===== config.mk =====
export PLATFORM = sky130hd
export DESIGN_NAME = mult_div_unit
export DESIGN_NICKNAME = d
export VERILOG_FILES = /design/src/rtl/mips_pkg.sv /design/src/rtl/mult_div_unit.sv
export SDC_FILE = /design/constraint.sdc
export NUM_CORES = 1
export LEC_CHECK = 0
export CELL_PAD_IN_SITES_DETAIL_PLACEMENT = 0
export CELL_PAD_IN_SITES_GLOBAL_PLACEMENT = 2
export CORE_ASPECT_RATIO = 1.25
export CORE_MARGIN = 8
export CORE_UTILIZATION = 39
export DETAILED_ROUTE_END_ITERATION = 12
export DONT_BUFFER_PORTS = 1
export PLACE_DENSITY = 0.89
export SYNTH_ARGS = -nofsm -noshare
export SYNTH_HDL_FRONTEND = slang
export SYNTH_SLANG_ARGS = --single-unit

===== constraint.sdc =====
create_clock -name clock -period 6.8 [get_ports clock]
set_input_delay 1.36 -clock clock [delete_from_list [all_inputs] [get_ports clock]]
set_output_delay 1.36 -clock clock [all_outputs]
set_load 0.05 [all_outputs]

===== src/rtl/mips_pkg.sv =====
// Shared definitions for the multiply/divide unit: operation encodings,
// FSM state encodings and the iteration count of the shift datapath.
package mips_pkg;

  typedef enum logic [1:0] {
    MDU_MULT  = 2'b00,
    MDU_MULTU = 2'b01,
    MDU_DIV   = 2'b10,
    MDU_DIVU  = 2'b11
  } mdu_op_e;

  typedef enum logic [1:0] {
    S_IDLE   = 2'b00,
    S_CALC   = 2'b01,
    S_FINISH = 2'b10
  } mdu_state_e;

  localparam int MDU_ITER = 32;

endpackage


===== src/rtl/mult_div_unit.sv =====
// Iterative MULT/MULTU/DIV/DIVU unit with architectural HI/LO registers.
// Ports:
//   clock, reset     rising-edge clock, asynchronous active-high reset
//   start, op        launch op (00 MULT, 01 MULTU, 10 DIV, 11 DIVU); IDLE only
//   srcA, srcB       rs / rt operands, sampled on the accepting edge
//   mthi, mtlo       write srcA into HI / LO while IDLE and not starting
//   busy             operation in progress
//   done             one-cycle pulse when HI/LO were written by an operation
//   hi, lo           HI / LO registers
// Operands are reduced to magnitudes on entry; the core iterates unsigned and
// the signs are re-applied in FINISH. Multiply and divide share one 64-bit
// working register.
module mult_div_unit
  import mips_pkg::*;
#(
  parameter int WIDTH = 32
) (
  input  logic             clock,
  input  logic             reset,
  input  logic             start,
  input  logic [1:0]       op,
  input  logic [WIDTH-1:0] srcA,
  input  logic [WIDTH-1:0] srcB,
  input  logic             mthi,
  input  logic             mtlo,
  output logic             busy,
  output logic             done,
  output logic [WIDTH-1:0] hi,
  output logic [WIDTH-1:0] lo
);

  localparam int W2    = 2 * WIDTH;
  localparam int CNT_W = $clog2(MDU_ITER);
  localparam logic [CNT_W-1:0] CNT_LAST = CNT_W'(MDU_ITER - 1);

  mdu_state_e       state;
  logic [CNT_W-1:0] cnt;
  logic             is_div;
  logic             res_neg;  // negate product / quotient
  logic             rem_neg;  // negate remainder (dividend sign)
  logic [WIDTH:0]   mcand;    // multiplicand or divisor magnitude
  logic [W2-1:0]    work;     // mult: {partial, multiplier}; div: {rem, quot}

  // Operand magnitudes, WIDTH+1 bits so |most-negative| is exact.
  logic           signed_op, sign_a, sign_b, b_zero;
  logic [WIDTH:0] ext_a, ext_b, mag_a, mag_b;

  always_comb begin
    signed_op = ~op[0];
    sign_a    = signed_op & srcA[WIDTH-1];
    sign_b    = signed_op & srcB[WIDTH-1];
    b_zero    = (srcB == '0);
    ext_a     = {sign_a, srcA};
    ext_b     = {sign_b, srcB};
    mag_a     = sign_a ? -ext_a : ext_a;
    mag_b     = sign_b ? -ext_b : ext_b;
  end

  // One shift-add multiply step and one restoring divide step.
  logic [WIDTH:0]   mul_sum;
  logic [W2-1:0]    mul_next, div_next;
  logic [WIDTH:0]   rem_sh;
  logic [WIDTH+1:0] diff;

  always_comb begin
    mul_sum  = {1'b0, work[W2-1:WIDTH]} + (work[0] ? mcand : '0);
    mul_next = {mul_sum, work[WIDTH-1:1]};
    rem_sh   = {work[W2-1:WIDTH], work[WIDTH-1]};
    diff     = {1'b0, rem_sh} - {1'b0, mcand};
    // Borrow out means the trial subtraction failed: keep the shifted remainder.
    div_next = diff[WIDTH+1] ? {rem_sh[WIDTH-1:0], work[WIDTH-2:0], 1'b0}
                             : W2'({diff[WIDTH:0], work[WIDTH-2:0], 1'b1});
  end

  logic [W2-1:0]    prod_fix;
  logic [WIDTH-1:0] quot_fix, rem_fix;

  always_comb begin
    prod_fix = res_neg ? -work : work;
    quot_fix = res_neg ? -work[WIDTH-1:0] : work[WIDTH-1:0];
    rem_fix  = rem_neg ? -work[W2-1:WIDTH] : work[W2-1:WIDTH];
  end

  always_ff @(posedge clock or posedge reset) begin
    if (reset) begin
      state   <= S_IDLE;
      cnt     <= '0;
      is_div  <= 1'b0;
      res_neg <= 1'b0;
      rem_neg <= 1'b0;
      mcand   <= '0;
      work    <= '0;
      busy    <= 1'b0;
      done    <= 1'b0;
      hi      <= '0;
      lo      <= '0;
    end else begin
      done <= 1'b0;
      case (state)
        S_IDLE: begin
          if (start) begin
            is_div  <= op[1];
            mcand   <= mag_b;
            work    <= W2'(mag_a);
            // Divide by zero keeps the all-ones quotient unsigned and lets the
            // remainder path hand back the original dividend.
            res_neg <= (sign_a ^ sign_b) & ~(op[1] & b_zero);
            rem_neg <= sign_a;
            cnt     <= '0;
            busy    <= 1'b1;
            state   <= S_CALC;
          end else begin
            if (mthi) hi <= srcA;
            if (mtlo) lo <= srcA;
          end
        end
        S_CALC: begin
          work <= is_div ? div_next : mul_next;
          cnt  <= cnt + 1'b1;
          if (cnt == CNT_LAST) state <= S_FINISH;
        end
        S_FINISH: begin
          if (is_div) begin
            hi <= rem_fix;
            lo <= quot_fix;
          end else begin
            {hi, lo} <= prod_fix;
          end
          done  <= 1'b1;
          busy  <= 1'b0;
          state <= S_IDLE;
        end
        default: state <= S_IDLE;
      endcase
    end
  end

endmodule


==> impl_results.md <==
- Status: finished, final reports clean
- Crit path DAT: approximately 4.9 ns
- PostCTS Resize Cnt: 0
- CP Max Fanout: 34
- Min-delay src: mcand[24]
- First-pass GRT wire length: between 70000 and 80000 um
- Die ar.: roughly 42000 um^2
- Final Critical Period: roughly 4.6 ns
- Starting DRC count in detailed routing: approximately 740
- Drt via density: around 5.7
- Hold Path Depth: 2
- Final Cycle Share: between 60% and 70%
- Die X-Extent: approximately 190 um
- Overflow after GRT: 0
- Number of H-tree levels: 4
- Pre-antenna DRT Iters: 5
- FMAX: roughly 220 MHz
- Most common cell after layout, fill and taps aside: nand2_1
- Hold bufs inserted after CTS: 0
- Vias in the first global route: approximately 12000
- Top post-synthesis cells by area: dfrtp_1 31%, o21ai_0 7.7%, ha_1 6.3%
- Final net count: 1861
- Reg-to-reg startpoint: work[0]
- FF-to-FF path depth: 13
- Most frequent cells in the layout: 225 x nand2_1, 214 x o21ai_0, 172 x dfrtp_1
- Core area: around 35000 um^2
- Hold EP: mcand[24]
- Die height: 228 um
- Clock skew: ~0.018 ns
- Root Buffer: clkbuf_16
- Inserted Diodes: 0
- Global-route usage over all layers: a little over a fifth
- Hold Path Class: flip-flop to flip-flop
- R2R setup slack: ~2.2 ns
- Fraction of registers with async set/reset: 100%
- GP Congestion: ~0.87
- Post-Synth XOR/XNOR Area: approximately 11%
- ANT nets after route: 0
- Setup crit start kind: flip-flop
- Post-CTS Repair Setup Buffers: 0
- Post-DR wirelength/cell: 20.8 um
- Max-Cap Viols: 0
- Simple-gate share of the synthesized area: between 10% and 20%
- Share of layout cells above drive strength 1: 4.80%
- Pwr/cell area: roughly 610 nW/um^2
- Tightest Pin Transition: 1.09 ns
- Top cell type by total area after synthesis: dfrtp_1
- Synthesized cell area: between 10000 and 15000 um^2
- Max Root-Sink Buffers: 2
- Synth Flop Type: dfrtp_1
- Number of synthesized flops with an enable pin: 0
- Post-synthesis register bit count: about 170
- Routed wire length: 45900 um
- Mapped Nets: ~1900
- Synth warn: 0
- Hpwl dp: between 30000 and 40000 um
- Worst-skew pair later-pin latency: ~0.46 ns
- Clk slew on worst S/H paths: 0.09 ns
- Relative max-transition margin: 26.9%
- Starting Density: 39.6%
- Post-Synth Adder-Cell Area: 6.64%
- CTS tree: yes
- Worst vdd ir: roughly 260 uV
- Final slew viol count: 0
- # IOs: 137
- Avg Cell Area, Syn: between 7 and 8 um^2
- Main combinational cell family by area after synthesis: compound AO/OA/AOI/OAI gates
- Worst r2r dst: work[60]
- Port Buffer Count: 0
- Register area share after synthesis: 30.9%
- CP Capture Type: flip-flop
- Clk sinks: about 170
- Pleak: about 6.4 nW
- Initial antenna violation count: 1
- Post-Place Cells: between 2000 and 2500
- Synth Area in Compound Gates: roughly a quarter
- Post-synthesis cell count: about 1800
- Unrepaired setup endpoints after global routing: no
- Mux contribution to synthesized area: under 10%
- Non-filler cells, final: ~2200
- Via count: ~13000
- Worst EP required: slightly above 7 ns
- Setup TNS: 0 ns
- Library cells used by synthesis: slightly below 80
- Num CTS Buffers: 17
- Core Util, Final: a little over two fifths
- Share of the synthesized area in the top cell type: 30.9%
- Largest net degree at the start of global routing: 75
- Area grow syn2layout: 7.15%
- Hold Fails Final Rpt: 0
- WS Path Type: flip-flop to flip-flop
- Remaining DRCs: 0
- Setup violations, final: 0
- Rows: 77
[kinds of logic after synthesis]
kind of cell / count (synthesis)
muxes: 53
AOI/OAI and AO/OA: 579
adders and majority gates: 73
xor gates and xnor gates: 174
buffers and inverters: 170
and+or+nand+nor: 559
DFF: 173
[cell usage after synthesis (all sizes together) (34+ instances only)]
| master | count |
|---|---|
| ha | 71 |
| a21oi | 149 |
| clkbuf | 87 |
| nor2 | 170 |
| o21ai | 242 |
| mux2i | 53 |
| xnor2 | 92 |
| xor2 | 82 |
| inv | 69 |
| nor3 | 34 |
| dfrtp | 173 |
| nand2 | 227 |
[worst max-delay path by stage]
stage / end / from / slack, ns / cells after the start
6_report: work[60] / work[0] / 2.23 / 13
5_1_grt: work[60] / work[0] / 1.83 / 13
4_1_cts: work[60] / work[0] / 2.20 / 13
3_5_place_dp: work[60] / work[0] / 2.22 / 13
3_3_place_gp: work[60] / work[0] / 2.45 / 13
2_1_floorplan: busy / reset / 0.75 / 1
[where the power goes]
group	total (W)	switching, W	internal [W]
registers	0.00289	0.00136	0.00153
logic	0.00522	0.00304	0.00218
clock network	0.00105	0.000542	0.000509
[sequential cells by signal, indices dropped and copies added, names as in the netlist]
register / count
busy: 1
cnt: 5
done: 1
hi: 32
is_div: 1
lo: 32
mcand: 33
rem_neg: 1
res_neg: 1
state: 2
work: 64
[worst max-delay path, stage by stage, from the launching register on]
cell	delay, ns
dfrtp_1	0.49
clkinv_1	0.90
nor2_1	0.48
ha_1	0.29
a21oi_1	0.19
o22ai_1	0.13
o41a_1	0.38
a21bo_2	0.24
nand4_1	0.15
o21ai_0	0.24
a41oi_1	0.41
xnor2_1	0.12
a221oi_1	0.29
o21ai_0	0.13
[layout make-up]
class / count / area [um^2]
Clock buffer: 17 / 425
Clock inverter: 15 / 211
Fill cell: 3702 / 20400
Inverter: 70 / 268
Multi-Input combinational cell: 1438 / 9040
Sequential cell: 173 / 4330
Tap cell: 474 / 593
Timing Repair Buffer: 17 / 128
[routing by layer]
metal  routed length [um]  vias to the layer above  part of all wire [%]  global-route usage [%]
met3                 2650                       69                   5.8                    3.67
met4                 1610                        2                   3.5                    8.04
li1                     -                     6152                     -                       -
met2                22200                      331                    48                    36.5
met1                19500                     5983                    42                    26.7
met5                   13                        -                 0.028                       0
[per-stage QoR]
step	total power, W	setup slack [ns]	area [um^2]	hold WS (ns)
floorplan	0.00677	0.752	14000	0.450
finish	0.00917	2.23	15000	0.484
global placement	0.00806	2.45	14400	0.463
detailed placement	0.00812	2.22	14400	0.470
global route	0.00993	1.83	15000	0.505
CTS	0.00919	2.20	15000	0.488
(Power assumes the default switching activity.)
